**config.mk**
```make
export PLATFORM = sky130hd
export DESIGN_NAME = msb_expand
export DESIGN_NICKNAME = d
export VERILOG_FILES = /design/src/rtl/msb_expand_pkg.sv /design/src/rtl/msb_expand_shift.sv /design/src/rtl/msb_expand.sv
export SDC_FILE = /design/constraint.sdc
export NUM_CORES = 1
export LEC_CHECK = 0
export BUFFER_PORTS_ARGS = -buffer_cell sky130_fd_sc_hd__buf_2
export CORE_ASPECT_RATIO = 1.5
export CORE_MARGIN = 1.5
export CORE_UTILIZATION = 35
export DETAILED_ROUTE_END_ITERATION = 16
export PLACE_DENSITY = 0.63
export REMOVE_ABC_BUFFERS = 1
export SLEW_MARGIN = 10
export SYNTH_ARGS = -nofsm -noshare
export SYNTH_HDL_FRONTEND = slang
export SYNTH_SLANG_ARGS = --single-unit
```
**constraint.sdc**
```tcl
create_clock -name clk -period 3.5 [get_ports clk]
set_clock_uncertainty 0.15 [all_clocks]
set_input_delay 0.35 -clock clk [delete_from_list [all_inputs] [get_ports clk]]
set_output_delay 0.35 -clock clk [all_outputs]
set_load 0.03 [all_outputs]
```
**src/rtl/msb_expand_pkg.sv**
```systemverilog
// Shared definitions for the MSB-position denormalizer: widths, the shift
// class enum, the stage-1 record and the exponent decode helper.
package msb_expand_pkg;

  localparam int DATA_W      = 24;
  localparam int EXP_W       = 5;
  localparam int EXP_MAX     = 23;
  localparam int MANT_W_DFLT = 12;
  localparam int SHIFT_W     = 5;

  typedef enum logic [1:0] {
    CLS_LEFT  = 2'd0,
    CLS_RIGHT = 2'd1,
    CLS_SAT   = 2'd2
  } shift_cls_e;

  typedef struct packed {
    logic [MANT_W_DFLT-1:0] mant;
    logic [SHIFT_W-1:0]     shift;
    shift_cls_e             cls;
  } s1_rec_t;

  // Decode an exponent into shift direction and magnitude relative to the
  // mantissa MSB (bit MANT_W_DFLT-1 maps to output bit 'exp').
  function automatic s1_rec_t decode(input logic [MANT_W_DFLT-1:0] mant,
                                     input logic [EXP_W-1:0]       exp);
    s1_rec_t          rec;
    logic signed [5:0] d;
    d         = $signed({1'b0, exp}) - $signed(6'(MANT_W_DFLT - 1));
    rec.mant  = mant;
    rec.shift = 5'd0;
    rec.cls   = CLS_LEFT;
    if (exp > 5'(EXP_MAX)) begin
      rec.cls = CLS_SAT;
    end else if (d >= 6'sd0) begin
      rec.cls   = CLS_LEFT;
      rec.shift = 5'(d);
    end else begin
      rec.cls   = CLS_RIGHT;
      rec.shift = 5'(-d);
    end
    return rec;
  endfunction

endpackage

```
**src/rtl/msb_expand_shift.sv**
```systemverilog
// Combinational stage-2 datapath: barrel shift with round-half-up on right
// shifts, and all-ones saturation.
module msb_expand_shift
  import msb_expand_pkg::*;
(
  input  s1_rec_t           rec,
  output logic [DATA_W-1:0] data,
  output logic              sat
);

  localparam logic [DATA_W-1:0] ONE = {{(DATA_W-1){1'b0}}, 1'b1};

  logic [DATA_W-1:0] ext;
  logic [DATA_W-1:0] rnd;

  // Rebuild the magnitude from the decoded record.
  always_comb begin
    ext  = {{(DATA_W-MANT_W_DFLT){1'b0}}, rec.mant};
    rnd  = {DATA_W{1'b0}};
    data = {DATA_W{1'b0}};
    sat  = 1'b0;
    case (rec.cls)
      CLS_LEFT: begin
        data = ext << rec.shift;
      end
      CLS_RIGHT: begin
        // Right shifts are always >= 1, so shift-1 never underflows.
        rnd  = ONE << (rec.shift - 5'd1);
        data = (ext + rnd) >> rec.shift;
      end
      CLS_SAT: begin
        data = {DATA_W{1'b1}};
        sat  = 1'b1;
      end
      default: begin
        data = {DATA_W{1'b0}};
        sat  = 1'b0;
      end
    endcase
  end

endmodule

```
**src/rtl/msb_expand.sv**
```systemverilog
// Denormalizer top: two-stage valid/ready pipeline (decode, shift) with
// frame counting and per-frame saturation counting.
module msb_expand #(
  parameter int MANT_W    = 12,
  parameter int DATA_W    = 24,
  parameter int FRAME_LEN = 256
) (
  input  logic              clk,
  input  logic              rst_n,
  input  logic              in_valid,
  output logic              in_ready,
  input  logic [MANT_W-1:0] in_mant,
  input  logic [4:0]        in_exp,
  output logic              out_valid,
  input  logic              out_ready,
  output logic [DATA_W-1:0] out_data,
  output logic              out_last,
  output logic              out_sat,
  output logic [15:0]       sat_count
);

  import msb_expand_pkg::*;

  localparam int              CNT_W    = (FRAME_LEN > 1) ? $clog2(FRAME_LEN) : 1;
  localparam logic [CNT_W-1:0] CNT_LAST = CNT_W'(FRAME_LEN - 1);

  logic              s1_valid_q, s1_valid_d;
  s1_rec_t           s1_rec_q, s1_rec_d;
  logic              out_valid_q, out_valid_d;
  logic [DATA_W-1:0] out_data_q, out_data_d;
  logic              out_sat_q, out_sat_d;
  logic [CNT_W-1:0]  frame_cnt_q, frame_cnt_d;
  logic [15:0]       sat_count_q, sat_count_d;
  logic              new_frame_q, new_frame_d;

  logic              out_xfer_s, s2_load_s, s1_advance_s, in_ready_s, is_last_s;
  logic [DATA_W-1:0] shift_data_s;
  logic              shift_sat_s;

  msb_expand_shift u_shift (
    .rec  (s1_rec_q),
    .data (shift_data_s),
    .sat  (shift_sat_s)
  );

  // Handshake: a stage loads when empty or when its contents leave this cycle.
  always_comb begin
    out_xfer_s   = out_valid_q & out_ready;
    s2_load_s    = ~out_valid_q | out_ready;
    s1_advance_s = s1_valid_q & s2_load_s;
    in_ready_s   = ~s1_valid_q | s1_advance_s;
    is_last_s    = (frame_cnt_q == CNT_LAST);
  end

  // Next state of both pipeline stages.
  always_comb begin
    s1_valid_d  = s1_valid_q;
    s1_rec_d    = s1_rec_q;
    out_valid_d = out_valid_q;
    out_data_d  = out_data_q;
    out_sat_d   = out_sat_q;
    if (in_ready_s) begin
      s1_valid_d = in_valid;
      if (in_valid) begin
        s1_rec_d = decode(in_mant, in_exp);
      end else begin
        s1_rec_d = s1_rec_q;
      end
    end else begin
      s1_valid_d = s1_valid_q;
    end
    if (s2_load_s) begin
      out_valid_d = s1_valid_q;
      if (s1_valid_q) begin
        out_data_d = shift_data_s;
        out_sat_d  = shift_sat_s;
      end else begin
        out_data_d = out_data_q;
      end
    end else begin
      out_valid_d = out_valid_q;
    end
  end

  // Frame position and saturation count, both advanced by output transfers.
  always_comb begin
    frame_cnt_d = frame_cnt_q;
    sat_count_d = sat_count_q;
    new_frame_d = new_frame_q;
    if (out_xfer_s) begin
      frame_cnt_d = is_last_s ? {CNT_W{1'b0}} : frame_cnt_q + CNT_W'(1);
      new_frame_d = is_last_s;
      if (new_frame_q) begin
        sat_count_d = {15'd0, out_sat_q};
      end else if (out_sat_q && (sat_count_q != 16'hFFFF)) begin
        sat_count_d = sat_count_q + 16'd1;
      end else begin
        sat_count_d = sat_count_q;
      end
    end else begin
      frame_cnt_d = frame_cnt_q;
    end
  end

  // State registers.
  always_ff @(posedge clk or negedge rst_n) begin
    if (!rst_n) begin
      s1_valid_q  <= 1'b0;
      s1_rec_q    <= '0;
      out_valid_q <= 1'b0;
      out_data_q  <= {DATA_W{1'b0}};
      out_sat_q   <= 1'b0;
      frame_cnt_q <= {CNT_W{1'b0}};
      sat_count_q <= 16'd0;
      new_frame_q <= 1'b0;
    end else begin
      s1_valid_q  <= s1_valid_d;
      s1_rec_q    <= s1_rec_d;
      out_valid_q <= out_valid_d;
      out_data_q  <= out_data_d;
      out_sat_q   <= out_sat_d;
      frame_cnt_q <= frame_cnt_d;
      sat_count_q <= sat_count_d;
      new_frame_q <= new_frame_d;
    end
  end

  assign in_ready  = in_ready_s;
  assign out_valid = out_valid_q;
  assign out_data  = out_data_q;
  assign out_sat   = out_sat_q;
  assign out_last  = out_valid_q & is_last_s;
  assign sat_count = sat_count_q;

endmodule

```
## Word-level counts from Yosys, hierarchy flattened

Cells that the tools add are included.

| storage, ports and cells | value |
|---|---|
| register bits after elaboration | 71 |
| bits in latches | 0 |
| bits in writable memories | 0 |
| memory bits (read-only) | 0 |
| bits of input ports | 21 |
| output and inout bits | 44 |
| word-level logic and storage cells | 46 |
| memories | 0 |

| cells by class | value |
|---|---|
| add/sub/neg operators | 6 |
| multipliers | 0 |
| divide/modulo/power cells | 0 |
| magnitude comparators | 2 |
| equal/unequal tests | 4 |
| shifts and indexed selects | 3 |
| multiplexer cells | 8 |
| bitwise operators | 7 |
| reduce and logical (&&, ||, !) cells | 6 |

Operators with widths:

| cell | count |
|---|---|
| one-hot mux 24 bit (3 select lines) | 1 |
| 2-to-1 mux 16 bit | 2 |
| adder 12 x 24 -> 24 bit | 1 |
| << shifter 1 x 5 -> 24 bit (first input constant) | 1 |
| << shifter 12 x 5 -> 24 bit | 1 |
| >> shifter 24 x 5 -> 24 bit | 1 |
| adder 16 x 1 -> 16 bit (second input constant) | 1 |
| != test 16 bit (second input constant) | 1 |
| adder 8 x 1 -> 8 bit (second input constant) | 1 |
| == test 8 bit (second input constant) | 1 |
| 2-to-1 mux 8 bit | 1 |
| 2-to-1 mux 7 bit | 1 |
| >= comparator 6 x 1 -> 1 bit (second input constant) | 1 |
| AND reduction 2 bit | 3 |
| subtractor 5 x 4 -> 6 bit (second input constant) | 1 |
| greater-than comparator 5 bit (second input constant) | 1 |
| 2-to-1 mux 5 bit | 1 |
| negator 5 bit | 1 |
| subtractor 5 x 1 -> 5 bit (second input constant) | 1 |
| bitwise AND 1 bit | 3 |
| == test 2 x 1 -> 1 bit (second input constant) | 1 |
| == test 2 bit (second input constant) | 1 |
| zero test 2 bit | 1 |
| 2-to-1 mux 2 bit | 1 |
| 5 further kinds | 7 |

## Longest topological paths before layout

Gate-level depths: netlist (run 1).

| logic depth | value |
|---|---|
| depth after elaboration | 5 |
| gate-level depth with buffers | 15 |
| mapped depth without buffers | 12 |

## Modules after synthesis

A second synthesis (run 1) with hierarchy kept.

| unflattened totals | value |
|---|---|
| cells, all modules | 668 |
| area, all modules | 5,900.7 um2 |

Modules (own cells, without submodules):

| module | instances | cells each | area an instance (um2) | seq. area each (um2) |
|---|---|---|---|---|
| msb_expand | 1 | 300 | 3,417.0 | 1,776.7 |
| msb_expand_shift | 1 | 368 | 2,483.6 | 0.0 |

## Least setup slack after synthesis (run 1)

Ideal clock, no wire load.

| timing path | value |
|---|---|
| path kind | register to register |
| from | reg s1_rec_q[5] in the netlist's numbering |
| to | reg out_data_q[0] (netlist: out_data[0]) |
| library setup time | 0.138 ns |
| arrival time | 3.304 ns |
| data required time | 3.212 ns |
| slack | -0.092 ns |
| stages on the path, launching flop included | 14 |
| period minus slack after synthesis | 3.592 ns |
| cell sequence | dfrtp_1 > clkbuf_1 > clkbuf_1 > clkbuf_1 > nor3_1 > ha_1 > fa_1 > a211oi_2 > o211ai_4 > and3_4 > a221oi_2 > o21ai_1 > a211oi_1 > a211oi_1 |

| on the way | value |
|---|---|
| word-level cells in the longest chain between the ends | 5 |
| elaborated cells on any way between the ends | 6 |

Ends and longest elaborated chain:

| item | line | RTL |
|---|---|---|
| start, declared | msb_expand.sv:28 | `s1_rec_t s1_rec_q, s1_rec_d;` |
| start signal, assigned | msb_expand.sv:118 | `s1_rec_q <= s1_rec_d;` |
| subtractor 5 x 1 -> 5 bit | msb_expand_shift.sv:28 | `rnd = ONE << (rec.shift - 5'd1);` |
| << shifter 1 x 5 -> 24 bit | msb_expand_shift.sv:28 |  |
| adder 12 x 24 -> 24 bit | msb_expand_shift.sv:29 | `data = (ext + rnd) >> rec.shift;` |
| >> shifter 24 x 5 -> 24 bit | msb_expand_shift.sv:29 |  |
| one-hot mux 24 bit (3 select lines) * | msb_expand_shift.sv:22 | `case (rec.cls)` |
| end signal, assigned | msb_expand.sv:111 | `out_data_q <= {DATA_W{1'b0}};` |
| end signal, assigned | msb_expand.sv:120 | `out_data_q <= out_data_d;` |
| end, declared | msb_expand.sv:30 | `logic [DATA_W-1:0] out_data_q, out_data_d;` |

Every way passes the cells marked *; elsewhere a longest branch is shown, timed or not.
A chain may end at the register's enable or synchronous reset.

## Final worst setup path (run 1)

| timing path | value |
|---|---|
| from | reg s1_rec_q[4] in the netlist's numbering |
| to | reg out_data_q[9] (netlist: out_data[9]) |

The elaborated chain is that of the path after synthesis.

==> results of run 1 <==
==> state kept, by name, summed over array words and instances (netlist names) <==
| signal | flops |
|---|---|
| out_data | 24 |
| s1_rec_q | 19 |
| sat_count | 16 |
| frame_cnt_q | 8 |
| new_frame_q | 1 |
| out_sat | 1 |
| out_valid | 1 |
| s1_valid_q | 1 |
==> placed cells by master, fill, tap and decap left out, drive strengths merged, types with 4 or more instances in the layout <==
cell type  count
a21oi         43
nand3         13
mux4           8
o21ai         39
nor3b          4
nand2b        11
o211ai        11
nor2b          7
dfrtp         71
buf           91
xor2          15
nand2         60
o21a           6
clkbuf         9
mux2i         15
bufinv         4
a31oi          5
nor2          74
a211oi        12
nand4         12
mux2          21
o211a          4
inv           11
and2           6
and3           7
a311oi         5
ha            15
nor3          20
xnor2         12
a22o           4
o22ai          8
==> what timing repair did <==
item,in CTS,in global routing
endpoints found under the setup margin,0,6
gates resized for setup,0,9
hold buffers,0,0
buffers inserted,0,3
==> layout make-up <==
type                            count  area (µm²)  area share
Clock buffer                        9       225.2     0.03572
Inverter                           12       45.04    0.007144
Tap cell                          196       245.2     0.03890
Multi-Input combinational cell    488        3356      0.5322
Clock inverter                      6       133.9     0.02123
Sequential cell                    71        1777      0.2818
Timing Repair Buffer               91       523.0     0.08295
==> kinds of logic (layout without fill, tap and decap cells) <==
group                    count (synthesis)  after routing  synth area share
AO/OA/AOI/OAI                          172            172            0.2280
XOR/XNOR                                27             27           0.04618
adder cells (fa/ha/maj)                 16             16           0.03931
buffers and inverters                   46            118           0.03623
flip-flops                              71             71            0.3363
multiplexers                            44             44            0.1073
AND/OR/NAND/NOR                        229            229            0.2067
==> routing by layer <==
metal | up-vias | track usage
li1 | 2376 | -
met1 | 2463 | 0.2271
met2 | 224 | 0.3797
met3 | 58 | 0.04161
met4 | 0 | 0.1255
met5 | - | 0
==> power breakdown <==
part | leakage, nW | switching (mW) | internal (mW)
clock | 0.175 | 0.345 | 0.764
sequential | 0.869 | 0.208 | 1.01
combinational | 1.69 | 1.10 | 0.642
==> how the worst min path moves through the flow <==
stage	slack [ns]	to	cells after the start	start
global route	0.09	s1_rec_q[18]	2	in_mant[11]
floorplan	-0.1	frame_cnt_q[0]	0	rst_n
CTS	0.08	s1_rec_q[10]	2	in_mant[3]
detailed placement	0.33	frame_cnt_q[6]	1	frame_cnt_q[6]
finish	0.08	frame_cnt_q[3]	2	rst_n
global placement	0.31	frame_cnt_q[6]	1	frame_cnt_q[6]
==> metrics by stage <==
stage	cells	power (mW)	setup slack (ns)
floorplan	571	2.352	-0.6398
global placement	855	2.912	0.08687
detailed placement	855	2.929	0.01034
CTS	870	4.055	0.02465
global route	873	4.315	0.002967
finish	873	4.070	0.2376
==> metrics.md, run 1 <==
| Metric | Value |
|---|---|
| Design area | `6305 µm²` |
| CTS tree | `built` |
| Initial drt markers | `384` |
| Critical path peak fanout | `8` |
| Fraction of final layout cells with drive strength greater than 1 | `0.2408` |
| Worst reg2reg path depth | `12` |
| Routability-driven placement congestion ratio | `0.9387` |
| Syn Std Cell Area | `5284 µm²` |
| Fill cell count | `between 1,000 and 1,500` |
| Instance count on the critical path | `12` |
| Most common cell in the netlist | `nor2_1` |
| Initial Util | `0.3604` |
| Nets@finish | `710` |
| Pwr/cell area | `645.6 nW/µm²` |
| Maximum buffer depth of the clock tree | `2` |
| Insertion delay to the later sink of the worst-skew pair | `0.34 ns` |
| Overflow after GRT | `0` |
| Status | `finished, final reports clean` |
| Antenna violations before repair | `0` |
| Crit-path max cell delay | `0.44 ns` |
| Total track usage | `0.2136` |
| Row Count | `54` |
| Total clock buffers created by CTS | `9` |
| Fin crit share | `0.9321` |
| Final hold vios | `0` |
| Peak supply drop | `0.2832 mV` |
| Max layer used | `met4` |
| Area after DPL | `5883 µm²` |
| Slowest cell on the critical path | `dfrtp_1` |
| Vias in the first global route | `5,200` |
| Setup crit end | `out_data[9]` |
| Max-slew headroom | `0.3883` |
| Setup violations, final | `0` |
| Core area | `14,660 µm²` |
| Top cells by area, synth | `dfrtp_1 34%, nor2_1 5.3%, mux2_2 4.5%` |
| # DRC | `0` |
| Number of synthesized flops with an enable pin | `0` |
| Worst r2r dst | `out_data[9]` |
| Ports | `65` |
| Crit path buffers/inverters | `0` |
| Detailed placement HPWL | `12,580 µm` |
| Crit start category | `register` |
| RSZ-0062 raised after global routing | `false` |
| Full die area | `15,860 µm²` |
| Avg Cell Area, Syn | `8.734 µm²` |
| DR pass1 iterations | `5` |
| Slew Viols, Final | `0` |
| Routed wl met2 | `8349 µm` |
| Hold WC Path Type | `in2async` |
| Leak | `2.736 nW` |
| TNS Setup | `0 ns` |
| Sequential-to-total area share from yosys stat | `0.3363` |
| H-tree depth | `3` |
| Post-synth top cells | `74 x nor2_1, 71 x dfrtp_1, 60 x nand2_1, 42 x a21oi_1, 32 x o21ai_0` |
| Final min period | `3.262 ns` |
| Cells after synthesis | `just over 600` |
| Global-route wire length before repair | `between 20,000 and 30,000 µm` |
| Worst R2R Setup Slack | `around 0.24 ns` |
| Ys async rst share | `1.000` |
| Routed vias | `~5,100` |
| Worst Path Required | `3.56 ns` |
| Drt wl/cell | `approximately 19 µm` |
| Post-synth top area cell | `dfrtp_1` |
| DRT met1 WL | `between 6000 and 7000 µm` |
| Worst EP arrival | `3.33 ns` |
| Sink Count | `71` |
| Layout area overhead | `19.32%` |
| Port bufs | `64` |
| Max-cap violations | `0` |
| Setup CP Type | `reg2reg` |
| Largest net degree at the start of global routing | `72` |
| Die X-Extent | `103.3 µm` |
| Vias per Instance | `5.866` |
| Clock input transition at the sequential cells of the worst setup and hold paths | `0.06 ns` |
| Utilization after layout | `0.4300` |
| Detailed Route WL | `16,190 µm` |
| Clock root buffer | `clkbuf_16` |
| Crit path max-delay family | `compound AO/OA/AOI/OAI gates` |
| Synth Flop Type | `dfrtp_1` |
| Worst setup path startpoint | `s1_rec_q[4]` |
| Worst-Margin Slew | `~0.92 ns` |
| YS warnings | `0` |
| Yosys reg bits | `71` |
| Yosys cell types | `75` |
| WHS | `~0.077 ns` |
| Yosys top cell area share | `0.3363` |
| Die height | `around 150 µm` |
| Final ANT Viol Nets | `0` |
| Critical path cell sequence | `nor2_2 > nand2_1 > nor3_1 > ha_1 > fa_1 > a211oi_4 > o211ai_4 > and3_4 > a311oi_2 > o2bb2ai_2 > mux2_2 > a21oi_1` |
| Number of inserted diodes | `0` |
| RR Startpoint | `s1_rec_q[4]` |
| WL met3 | `approximately 840 µm` |
| Worst setup EP type | `register` |
| F_max | `a little over 0.3 GHz` |
No activity file was read; power rests on OpenSTA's default activity.
==> inputs of run 2 (changes only) <==
CORE_UTILIZATION = 44   (was 35)
PLACE_DENSITY = 0.74   (was 0.63)
==> run 2 against run 1 <==
  * Combinational power is essentially flat
  * Fmax down 3.7%
  * Count of clock-buffer cells in the layout stayed put
  * Via count stayed put
  * Core utilization grew 10 points
  * Worst setup slack got worse by 0.12 ns
  * Largest power group unchanged
==> metrics.md, run 2 (synthesis results as in run 1) <==
| Metric | Value |
|---|---|
| Switch share | `0.4325 (+0.02625)` |
| Clock root buffer | `clkbuf_16` |
| Global-route wire length before repair | `25,420 µm (-3.2%)` |
| Logic gate share of total power | `0.448 (+0.020)` |
| Worst setup path startpoint | `s1_rec_q[2]` |
| Antenna violations before repair | `0 (unchanged)` |
| RR Startpoint | `s1_rec_q[2]` |
| Worst reg2reg path depth | `11 (-1)` |
| Postcts setup bufs | `0 (unchanged)` |
| Gr busiest metal | `met2` |
| Total clock buffers created by CTS | `9 (unchanged)` |
| Sink Count | `71 (unchanged)` |
| Vias in the first global route | `5,095 (-2.0%)` |
| Number of inserted diodes | `0 (unchanged)` |
| Setup CP Type | `reg2reg` |
| RSZ-0062 raised after global routing | `false` |
| P_int | `2.203 mW (-8.9%)` |
| Fraction of final layout cells with drive strength greater than 1 | `0.2316 (-0.009205)` |
| Crit path buffers/inverters | `0 (unchanged)` |
| CTS tree | `built` |
| Die X-Extent | `92.48 µm (-10%)` |
| Initial drt markers | `376 (-2.1%)` |
| Most frequent cells in the layout | `73 x nor2_1, 71 x dfrtp_1, 63 x buf_2` |
| Nets@finish | `710 (unchanged)` |
| Maximum buffer depth of the clock tree | `2 (unchanged)` |
| H-tree depth | `3 (unchanged)` |
| Total track usage | `0.2596 (+0.04598)` |
| Final min period | `3.386 ns (+0.1238 ns)` |
| Layout area overhead | `16.55%` |
| TNS Setup | `0 ns (unchanged)` |
| Full die area | `12,690 µm² (-20%)` |
| Grt met2 use | `0.4559 (+0.07618)` |
| Pwr/cell area | `630.3 nW/µm² (-2.4%)` |
| # DRC | `0 (unchanged)` |
| Largest net degree at the start of global routing | `51 (-29%)` |
| Reg power frac | `0.312 (+0.013)` |
| Row Count | `48 (-11%)` |
| Drt wl/cell | `19.04 µm (+2.7%)` |
| Slowest cell on the critical path | `a222oi_1` |
| Global Route met3 Usage | `0.04636 (+0.004748)` |
| Fill cell count | `1,089 (-25%)` |
| F_max | `0.2953 GHz (-3.7%)` |
| Worst r2r dst | `out_data[3]` |
| Worst EP arrival | `3.52 ns (+0.19 ns)` |
| Initial Util | `0.4559 (+0.09546)` |
| Final ANT Viol Nets | `0 (unchanged)` |
| Ports | `65 (unchanged)` |
| Hold WC Path Type | `in2reg` |
| Crit-path max cell delay | `0.45 ns (about the same)` |
| Vias per Instance | `6.185 (+5.4%)` |
| Setup crit end | `out_data[3]` |
| Fin crit share | `0.9675 (+0.03536)` |
| Detailed placement HPWL | `12,130 µm (-3.6%)` |
| Instance count on the critical path | `11 (-1)` |
| Worst-Margin Slew | `0.6895 ns (-0.2281 ns)` |
| Status | `finished, final reports clean` |
| Leak | `2.699 nW (-1.3%)` |
| Placed cells | `811 (-5.1%)` |
| Post-Layout Cell Count | `828 (-5.2%)` |
| Crit start category | `register` |
| Port bufs | `64 (unchanged)` |
| Peak supply drop | `0.2612 mV (-7.7%)` |
| Met1 global-route usage | `0.2859 (+0.05872)` |
| Core area | `11,590 µm² (-21%)` |
| Worst Path Required | `3.63 ns (+0.07 ns)` |
| Crit path max-delay family | `compound AO/OA/AOI/OAI gates` |
| Overflow after GRT | `0 (unchanged)` |
| Commonest non-fill, non-tap cell in the layout | `nor2_1` |
| Critical path cell sequence | `nand2_1 > nor3_1 > ha_1 > fa_1 > a211oi_2 > nor2_1 > xor2_1 > mux4_2 > o21ai_1 > a222oi_1 > o211a_1` |
| Net Sw Power | `1.679 mW (+1.5%)` |
| Setup violations, final | `0 (unchanged)` |
| Max reg flops | `24 (unchanged)` |
| Detailed Route WL | `15,770 µm (-2.6%)` |
| Critical path peak fanout | `5 (-3)` |
| Routability-driven placement congestion ratio | `0.9421 (+0.36%)` |
| Multi-input logic area | `3318 µm² (-1.1%)` |
| Total area of sequential cells | `1777 µm² (unchanged)` |
| Clock input transition at the sequential cells of the worst setup and hold paths | `0.06 ns (about the same)` |
| Routed vias | `5,121 (unchanged)` |
| Worst setup EP type | `register` |
| Max-slew headroom | `0.5403 (+0.1521)` |
| Die height | `137.2 µm (-11%)` |
| Worst R2R Setup Slack | `0.11 ns (-0.12 ns)` |
| Final hold vios | `0 (unchanged)` |
| DR pass1 iterations | `5 (unchanged)` |
| Clock network fraction of total power | `0.240 (-0.032)` |
| Max-cap violations | `0 (unchanged)` |
| Slew Viols, Final | `0 (unchanged)` |
| Insertion delay to the later sink of the worst-skew pair | `0.34 ns (about the same)` |
==> run 2: area by class of cell <==
cell class / instances / area share
Multi-Input combinational cell: 488 / 0.5388
Sequential cell: 71 / 0.2885
Timing Repair Buffer: 91 / 0.08574
Clock buffer: 9 / 0.03657
Tap cell: 150 / 0.03048
Clock inverter: 7 / 0.01260
Inverter: 12 / 0.007314
==> run 2: worst reg2reg max path, delay by kind of cell (launching register included) <==
family / cells / cell delay, ns
multiplexers: 1 / 0.31
XOR/XNOR: 1 / 0.31
AND/OR/NAND/NOR: 3 / 0.35
adder cells (fa/ha/maj): 2 / 0.66
flip-flops: 1 / 0.44
AO/OA/AOI/OAI: 4 / 1.11
==> run 2: worst min path at each step <==
stage	cells after the start	slack (ns)	startpoint	endpoint
after floorplan	0	-0.1	rst_n	frame_cnt_q[0]
after global placement	1	0.31	frame_cnt_q[6]	frame_cnt_q[6]
after detailed placement	1	0.33	frame_cnt_q[6]	frame_cnt_q[6]
after CTS	2	0.08	in_valid	s1_valid_q
after global routing	2	0.06	in_valid	s1_valid_q
final	2	0.07	in_valid	s1_valid_q
==> run 2: power by group through the flow <==
stage / combinational, mW / clock [mW] / sequential (mW)
after floorplan: 0.886 / 0 / 1.47
after global placement: 1.67 / 0 / 1.21
after detailed placement: 1.70 / 0 / 1.22
after CTS: 1.71 / 0.941 / 1.21
after global routing: 1.87 / 0.989 / 1.24
final: 1.74 / 0.930 / 1.21
==> run 2: per-layer routing <==
metal  vias to the layer above  share of wire
li1                       2371              -
met1                      2468           0.38
met2                       213           0.52
met3                        69          0.050
met4                         0          0.055
met5                         -              0
==> run 2: timing repair <==
item                                    4_1_cts  5_1_grt
endpoints found under the setup margin        0        1
hold buffers                                  0        1
endpoints found under the hold margin         0       48
gates resized for setup                       0        1
==> run 2: metrics by stage <==
step | util | cell area [µm²] | setup slack, ns | total power [mW] | hold WS [ns]
final | 0.5313 | 6158 | 0.1139 | 3.882 | 0.07393
after global routing | 0.5313 | 6158 | 0.006626 | 4.091 | 0.06328
after CTS | 0.5300 | 6143 | 0.1352 | 3.861 | 0.07703
after detailed placement | 0.5039 | 5841 | 0.1529 | 2.923 | 0.3269
after global placement | 0.5039 | 5841 | 0.2863 | 2.884 | 0.3139
after floorplan | - | 5137 | -0.6398 | 2.352 | -0.09559
